**src/rtl/data_mem_unit.sv**
```systemverilog
// data_mem_unit: wait-state data memory stage for the 16-bit RISC datapath.
// Accepts one load or store at a time from execute. The core is held in stall
// for WAIT_STATES extra cycles, then a one-cycle Mem_ready pulse completes
// the access.
//
// Ports:
//   clk        - sole clock, rising edge
//   rst        - synchronous active-low reset
//   Mem_read   - load request (level, held until Mem_ready)
//   Mem_write  - store request (level, held until Mem_ready; wins over Mem_read)
//   Addr       - word address, captured on accept
//   Data_write - store data, captured on accept
//   Data_out   - registered load data, held until the next completed load
//   Mem_ready  - one-cycle completion pulse
//   Stall      - combinational pipeline hold
//   Addr_err   - pulses with Mem_ready when the address is >= DEPTH
module data_mem_unit #(
    parameter int unsigned N           = 16,
    parameter int unsigned ADDR_W      = 16,
    parameter int unsigned DEPTH       = 256,
    parameter int unsigned WAIT_STATES = 2
) (
    input  logic              clk,
    input  logic              rst,
    input  logic              Mem_read,
    input  logic              Mem_write,
    input  logic [ADDR_W-1:0] Addr,
    input  logic [N-1:0]      Data_write,
    output logic [N-1:0]      Data_out,
    output logic              Mem_ready,
    output logic              Stall,
    output logic              Addr_err
);

    localparam int unsigned CNT_W = 4;
    localparam int unsigned IDX_W = (DEPTH > 1) ? $clog2(DEPTH) : 1;

    typedef enum logic [1:0] {
        IDLE = 2'd0,
        BUSY = 2'd1,
        DONE = 2'd2
    } state_t;

    state_t            state;
    state_t            state_nxt;
    logic [CNT_W-1:0]  cnt;
    logic [CNT_W-1:0]  cnt_nxt;
    logic              accept;
    logic              enter_done;

    logic [ADDR_W-1:0] addr_q;
    logic [N-1:0]      wdata_q;
    logic              op_write_q;

    logic              req;
    logic [ADDR_W-1:0] eff_addr;
    logic [N-1:0]      eff_data;
    logic              eff_write;
    logic              in_range;
    logic [IDX_W-1:0]  eff_idx;

    logic [N-1:0]      mem [DEPTH];

    // With zero wait states the access completes straight out of IDLE, so the
    // commit must see the live request rather than the captured copy.
    always_comb begin
        req       = Mem_read | Mem_write;
        eff_addr  = (state == IDLE) ? Addr       : addr_q;
        eff_data  = (state == IDLE) ? Data_write : wdata_q;
        eff_write = (state == IDLE) ? Mem_write  : op_write_q;
        in_range  = (eff_addr < ADDR_W'(DEPTH));
        eff_idx   = eff_addr[IDX_W-1:0];
    end

    // State register
    always_ff @(posedge clk) begin
        if (!rst) begin
            state <= IDLE;
            cnt   <= '0;
        end else begin
            state <= state_nxt;
            cnt   <= cnt_nxt;
        end
    end

    // Next-state and control decode
    always_comb begin
        state_nxt = state;
        cnt_nxt   = cnt;
        accept    = 1'b0;
        case (state)
            IDLE: begin
                if (req) begin
                    accept    = 1'b1;
                    cnt_nxt   = CNT_W'(WAIT_STATES);
                    state_nxt = (WAIT_STATES == 0) ? DONE : BUSY;
                end
            end
            BUSY: begin
                cnt_nxt = cnt - CNT_W'(1);
                // Counter reaching zero on this edge ends the wait
                if (cnt <= CNT_W'(1)) begin
                    state_nxt = DONE;
                end
            end
            DONE: begin
                state_nxt = IDLE;
            end
            default: begin
                state_nxt = IDLE;
            end
        endcase
        enter_done = (state_nxt == DONE);
        Stall      = ((state == IDLE) && req) || (state == BUSY);
    end

    // Request capture and registered outputs
    always_ff @(posedge clk) begin
        if (!rst) begin
            addr_q     <= '0;
            wdata_q    <= '0;
            op_write_q <= 1'b0;
            Data_out   <= '0;
            Mem_ready  <= 1'b0;
            Addr_err   <= 1'b0;
        end else begin
            if (accept) begin
                addr_q     <= Addr;
                wdata_q    <= Data_write;
                op_write_q <= Mem_write;
            end
            Mem_ready <= enter_done;
            Addr_err  <= enter_done & ~in_range;
            // Stores never disturb Data_out; out-of-range loads return zero
            if (enter_done && !eff_write) begin
                Data_out <= in_range ? mem[eff_idx] : '0;
            end
        end
    end

    // Storage array, intentionally left uninitialised by reset
    always_ff @(posedge clk) begin
        if (rst && enter_done && eff_write && in_range) begin
            mem[eff_idx] <= eff_data;
        end
    end

endmodule

```
**config.mk**
```make
export PLATFORM = sky130hd
export DESIGN_NAME = data_mem_unit
export DESIGN_NICKNAME = d
export VERILOG_FILES = /design/src/rtl/data_mem_unit.sv
export SDC_FILE = /design/constraint.sdc
export NUM_CORES = 2
export LEC_CHECK = 0
export CAP_MARGIN = 20
export CORE_UTILIZATION = 25
export CTS_CLUSTER_SIZE = 12
export DETAILED_ROUTE_END_ITERATION = 8
export PLACE_DENSITY = 0.4
export SYNTH_ARGS = -nofsm -noshare
export SYNTH_HDL_FRONTEND = slang
export SYNTH_SLANG_ARGS = --single-unit
```
**constraint.sdc**
```tcl
create_clock -name clk -period 6.5 [get_ports clk]
set_clock_uncertainty 0.05 [all_clocks]
set_input_delay 1.3 -clock clk [delete_from_list [all_inputs] [get_ports clk]]
set_output_delay 1.3 -clock clk [all_outputs]
set_load 0.005 [all_outputs]
```
# Word level (Yosys, flattened, before mapping)
# Memory sizes are Yosys's and may differ from the RTL's.
# Index checks and enable logic that the tools add are counted.
[word_totals]
register_bits = 57
ramBits = 4096
input_bits = 36
out_inout_bits = 19
wordCells = 41
memories = 1
[op_classes]
addsub = 1
order_cmp = 2
n_eq_ne = 3
n_mux = 13
bitwise_logic = 3
n_reduce_logical = 10
[memory_table]
columns = ["name", "depth", "width", "rd", "rd_clocked_by_memory_dff", "write_ports", "line_no", "source"]
rows = [
  ["mem", 256, 16, 1, 0, 1, "62", "logic [N-1:0] mem [DEPTH];"],
]
[op_table]
columns = ["cell", "n"]
rows = [
  ["$mux W16", 3],
  ["$lt A16 B9 Y1 const B", 1],
  ["$pmux W4 S2", 1],
  ["$logic_and A1 B1 Y1", 5],
  ["$mux W1", 5],
  ["$le A4 B1 Y1 const B", 1],
  ["$mux W2", 2],
  ["$mux W4", 1],
  ["$pmux W2 S2", 1],
  ["$sub A4 B1 Y4 const B", 1],
  ["$eq A2 B1 Y1 const B", 1],
  ["$eq A2 B2 Y1 const B", 1],
  ["$logic_not A2 Y1", 1],
  ["$ne A2 B2 Y1 const B", 1],
  ["$reduce_and A2 Y1", 1],
  ["$reduce_bool A2 Y1", 1],
  ["$and A1 B1 Y1", 1],
  ["$logic_not A1 Y1", 1],
  ["$logic_or A1 B1 Y1", 1],
  ["$not A1 Y1", 1],
  ["$or A1 B1 Y1", 1],
]

# Longest topological paths before layout
[depth]
word_depth = 9
depth_mapped = 14
depth_no_buf = 10

# Worst setup path before layout
# OpenSTA, ideal clock, no wires.
[synth_path]
path_kind = "reg-to-reg"
from = "register state[0]"
to = "memory mem[0][10] (data pin)"
setup_ns = 0.823
t_arrival_ns = 4.781
required_ns = 5.627
path_slack_ns = 0.846
stages_incl_launch_ff = 9
path_buffers = 5
period_less_slack_ns = 5.654
path_cell_list = "dfxtp_1 nor2_1 buf_4 buf_4 buf_4 clkbuf_1 buf_1 nand2_1 nand2_1"
[synth_via]
elab_chain_cells = 2
[synth_rtl]
columns = ["item", "line_no", "source"]
rows = [
  ["start, declared", "44", "state_t state;"],
  ["start signal, assigned", "81", "state <= state_nxt;"],
  ["$logic_not A2 Y1", "69", "eff_data = (state == IDLE) ? Data_write : wdata_q;"],
  ["$mux W16", "69", ""],
  ["named net eff_data[10]", "57", "logic [N-1:0] eff_data;"],
  ["end, declared", "62", ""],
]
# The timed path passes the listed nets, and every way through them passes these cells.

# Worst setup path after layout
[layout_path]
from = "register state[0]"
to = "register Data_out[7]"
[layout_via]
elab_chain_cells = 4
elab_cells_between_ends = 13
cone_classes = "1 x order compare; 2 x eq/ne; 6 x mux; 3 x reduce/logical; 1 x memory"
[layout_rtl]
columns = ["item", "line_no", "source"]
rows = [
  ["$logic_not A2 Y1, or another cell as far along", "68, 70, 91", ""],
  ["$mux W16, or another cell as far along", "68", "eff_addr = (state == IDLE) ? Addr : addr_q;"],
  ["$mem_v2 Z256 W16, or another cell as far along", "--", ""],
  ["$mux W16 / $logic_and A1 B1 Y1 (equally long branches)", "136, 135", ""],
  ["end signal, assigned", "136", "Data_out <= in_range ? mem[eff_idx] : '0;"],
  ["end, declared", "29", "output logic [N-1:0] Data_out,"],
]
# Several ways; a longest one is shown, not always the timed one.
# A chain may end at the register's enable or synchronous reset.

==> results.yml <==
pwr:
  irDropWorstVdd_v: 0.0002277
  powerDensity_nw_per_um2: 351.9
  p_leak_nw: 53.22
clock_tree:
  cts_root_buf: "clkbuf_16"
  postCtsSetupRepairBufs: 0
  clock_path_buffers: 4
  cts_sinks: 4153
  cts_tree: "built"
  htreeDepth: 5
  insertion_delay_ps: 1030
  clkTransAtPathRegs_ps: 70
  cts_buffers: 436
  cts.repair.resized: 0
  hold_buffers: 0
layout:
  fillers: 59080
  nets: 9376
  seq_area_um2: 124100
  fin_util_pct: 29.86
  drive_gt1_share_pct: 14.27
  syn_to_final_growth_pct: 18.76
  multiInputGateArea_um2: 24240
synth:
  synthDistinctLibCells: 52
  synth_warnings: 0
  synth-async-reset-ratio_pct: 0
  syn_nets: 8829
  synth-seq-cells: 4153
  syn-cell-area_um2: 150600
  synth_area_leaders: "edfxtp_1 82%, o22ai_1 8.1%, o21ai_0 3.2%, a41oi_1 1.3%, buf_2 0.91%"
  synth_top_cell_area_share_pct: 81.67
  synth_common_cells: "4,096 x edfxtp_1, 1,959 x o22ai_1, 950 x o21ai_0"
  yosysMostFrequentCell: "edfxtp_1"
  ys_seq_area_share_pct: 82.42
  yosysTopAreaCell: "edfxtp_1"
  syn-instance-count: 8791
  synth.avg_cell_area_um2: 17.13
  synth_edf_count: 4096
  ys.flop_type: "edfxtp_1"
grt:
  antenna_found_initial: 36
  grt_pass1_vias: 88640
  grt_pass1_wl_um: 727600
  grt.overflow.total: 0
  grtUsageTotal_pct: 16.81
  grt_max_degree: 157
route:
  drcViolationCount: 0
  final_antenna_net_count: 0
  drt_iter0_drc: 9307
  via_per_inst: 5.062
  drtPass1Iterations: 6
  wl_per_cell_um: 29.87
  num_vias: 89590
  wirelength_um: 528600
min_path:
  worstHoldPathType: "reg2reg"
timing:
  fin_crit_ps: 5755
  holdWs_ps: 415.6
  finalSetupViolCount: 0
  relSlewSlack_pct: 9.444
  fmax_mhz: 173.8
  fin_crit_sh_pct: 88.54
  setup_tns_ps: 0
  finalHoldViolations: 0
  tightest_slew_ps: 1346
  rsz0062_at_grt: "false"
  drv_slew: 0
place:
  gp_congestion: 0.7968
  numPortBuffers: 54
  dp_hpwl_um: 311100
outcome:
  status: "finished, final reports clean"
floorplan:
  die_area_um2: 605600
  coreArea_um2: 599100
  num_io_pins: 55
  die_w_um: 778.2
  initial_core_util_pct: 25.14
  die_y_um: 778.2
  std_cell_rows: 284
worst_setup_path:
  critPathArrivalTime_ps: 6640
  end_kind: "flip-flop"
  crit_top_cell: "buf_12"
  critPathSlowestCell: "nor4_1"
  crit_type: "reg2reg"
  worstPathCellList: "or2_2, mux2_8, buf_12, buf_12, o22ai_1, o21ai_0, a41oi_1, nor4_1, buf_4, o21ai_1, o31ai_1"
  slowest_delay_ps: 830
  crit_path_start_kind: "flip-flop"
  path_max_fanout: 46
  crit_required_ps: 7380
run:
  maxCapViolations: 0
-- cell families after synthesis --
group	synth area share, %
flip-flops	82.42
multiplexers	0.04237
XOR/XNOR	0.005816
adder cells (fa/ha/maj)	0.01661
AND/OR/NAND/NOR	1.536
buffers and inverters	1.918
AO/OA/AOI/OAI	14.06
-- through the flow --
step	std cells	instance area, um2	worst slack (ps)	total power, mW
finish	17700	178900	745.1	62.95
global route	17690	178800	644.4	64.81
CTS	17680	178800	511.1	63.49
detailed placement	16900	165600	-443.7	40.01
global placement	16890	165400	-832.5	39.89
floorplan	8791	150600	846.1	35.60
-- where the power goes --
| group | leakage, nW | switching (mW) | internal [mW] |
|---|---|---|---|
| logic | 9.23 | 6.60 | 2.15 |
| clock network | 6.42 | 10.3 | 13.2 |
| registers | 37.6 | 0.0418 | 30.6 |
| total | 53.2 | 17.0 | 46.0 |
-- worst max-delay path, delay by kind of cell, from the launching register on --
family	cells	cell delay [ps]
flip-flops	1	780
AO/OA/AOI/OAI	5	1900
AND/OR/NAND/NOR	2	1300
buffers and inverters	3	790
multiplexers	1	650
-- path summary, 6_finish.rpt --
path | depth (start not counted) | to | from | slack (ps)
worst max register to register | 11 | Data_out[7]$_SDFFE_PN0P_ | state[0]$_SDFF_PN0_ | 750
worst max-delay path | 11 | Data_out[7]$_SDFFE_PN0P_ | state[0]$_SDFF_PN0_ | 750
worst min-delay path | 2 | wdata_q[5]$_SDFFE_PN0P_ | wdata_q[5]$_SDFFE_PN0P_ | 420
worst min register to register | 2 | wdata_q[5]$_SDFFE_PN0P_ | wdata_q[5]$_SDFFE_PN0P_ | 420
-- sequential cells by signal, indices dropped and copies added, names as in the netlist --
name and count:
state 2, addr_q 16, op_write_q 1, cnt 4
Data_out 16, Mem_ready 1, Addr_err 1, mem 4096
wdata_q 16
-- cell type report --
| type | instances | share of cell area (%) |
|---|---|---|
| multi-input cells | 3979 | 13.55 |
| clock buffers | 570 | 6.463 |
| clock inverters | 209 | 0.9219 |
| inverters | 10 | 0.02099 |
| diodes | 11 | 0.01539 |
| well taps | 8008 | 5.602 |
| repair buffers | 758 | 4.025 |
| flip-flops and latches | 4153 | 69.40 |
-- layer usage --
| metal | GRT usage (%) | vias to the layer above | share of wire, % |
|---|---|---|---|
| li1 | - | 37960 | - |
| met2 | 27.80 | 3097 | 48 |
| met3 | 2.401 | 635 | 5.8 |
| met5 | 0 | - | 0.0062 |
| met1 | 23.29 | 47900 | 44 |
| met4 | 4.178 | 4 | 2.6 |
-- cell usage in the layout (no fill, tap or decap), types with 35 or more instances in the layout --
cell type           n
clkdlybuf4s50_1    53
a22oi_1            35
clkinv_1          109
dfxtp_1            57
nand2_1           136
buf_12            103
clkbuf_1          125
a221oi_1           50
nor2_2             54
o21ai_1            37
clkbuf_16         441
a41oi_1           222
nor4_1             41
o22ai_1          1959
a22o_1             49
buf_4             586
clkinv_2           56
o21ai_0           948
edfxtp_1         4096
nor2_1            214
Power figures use the tool's default switching activity.
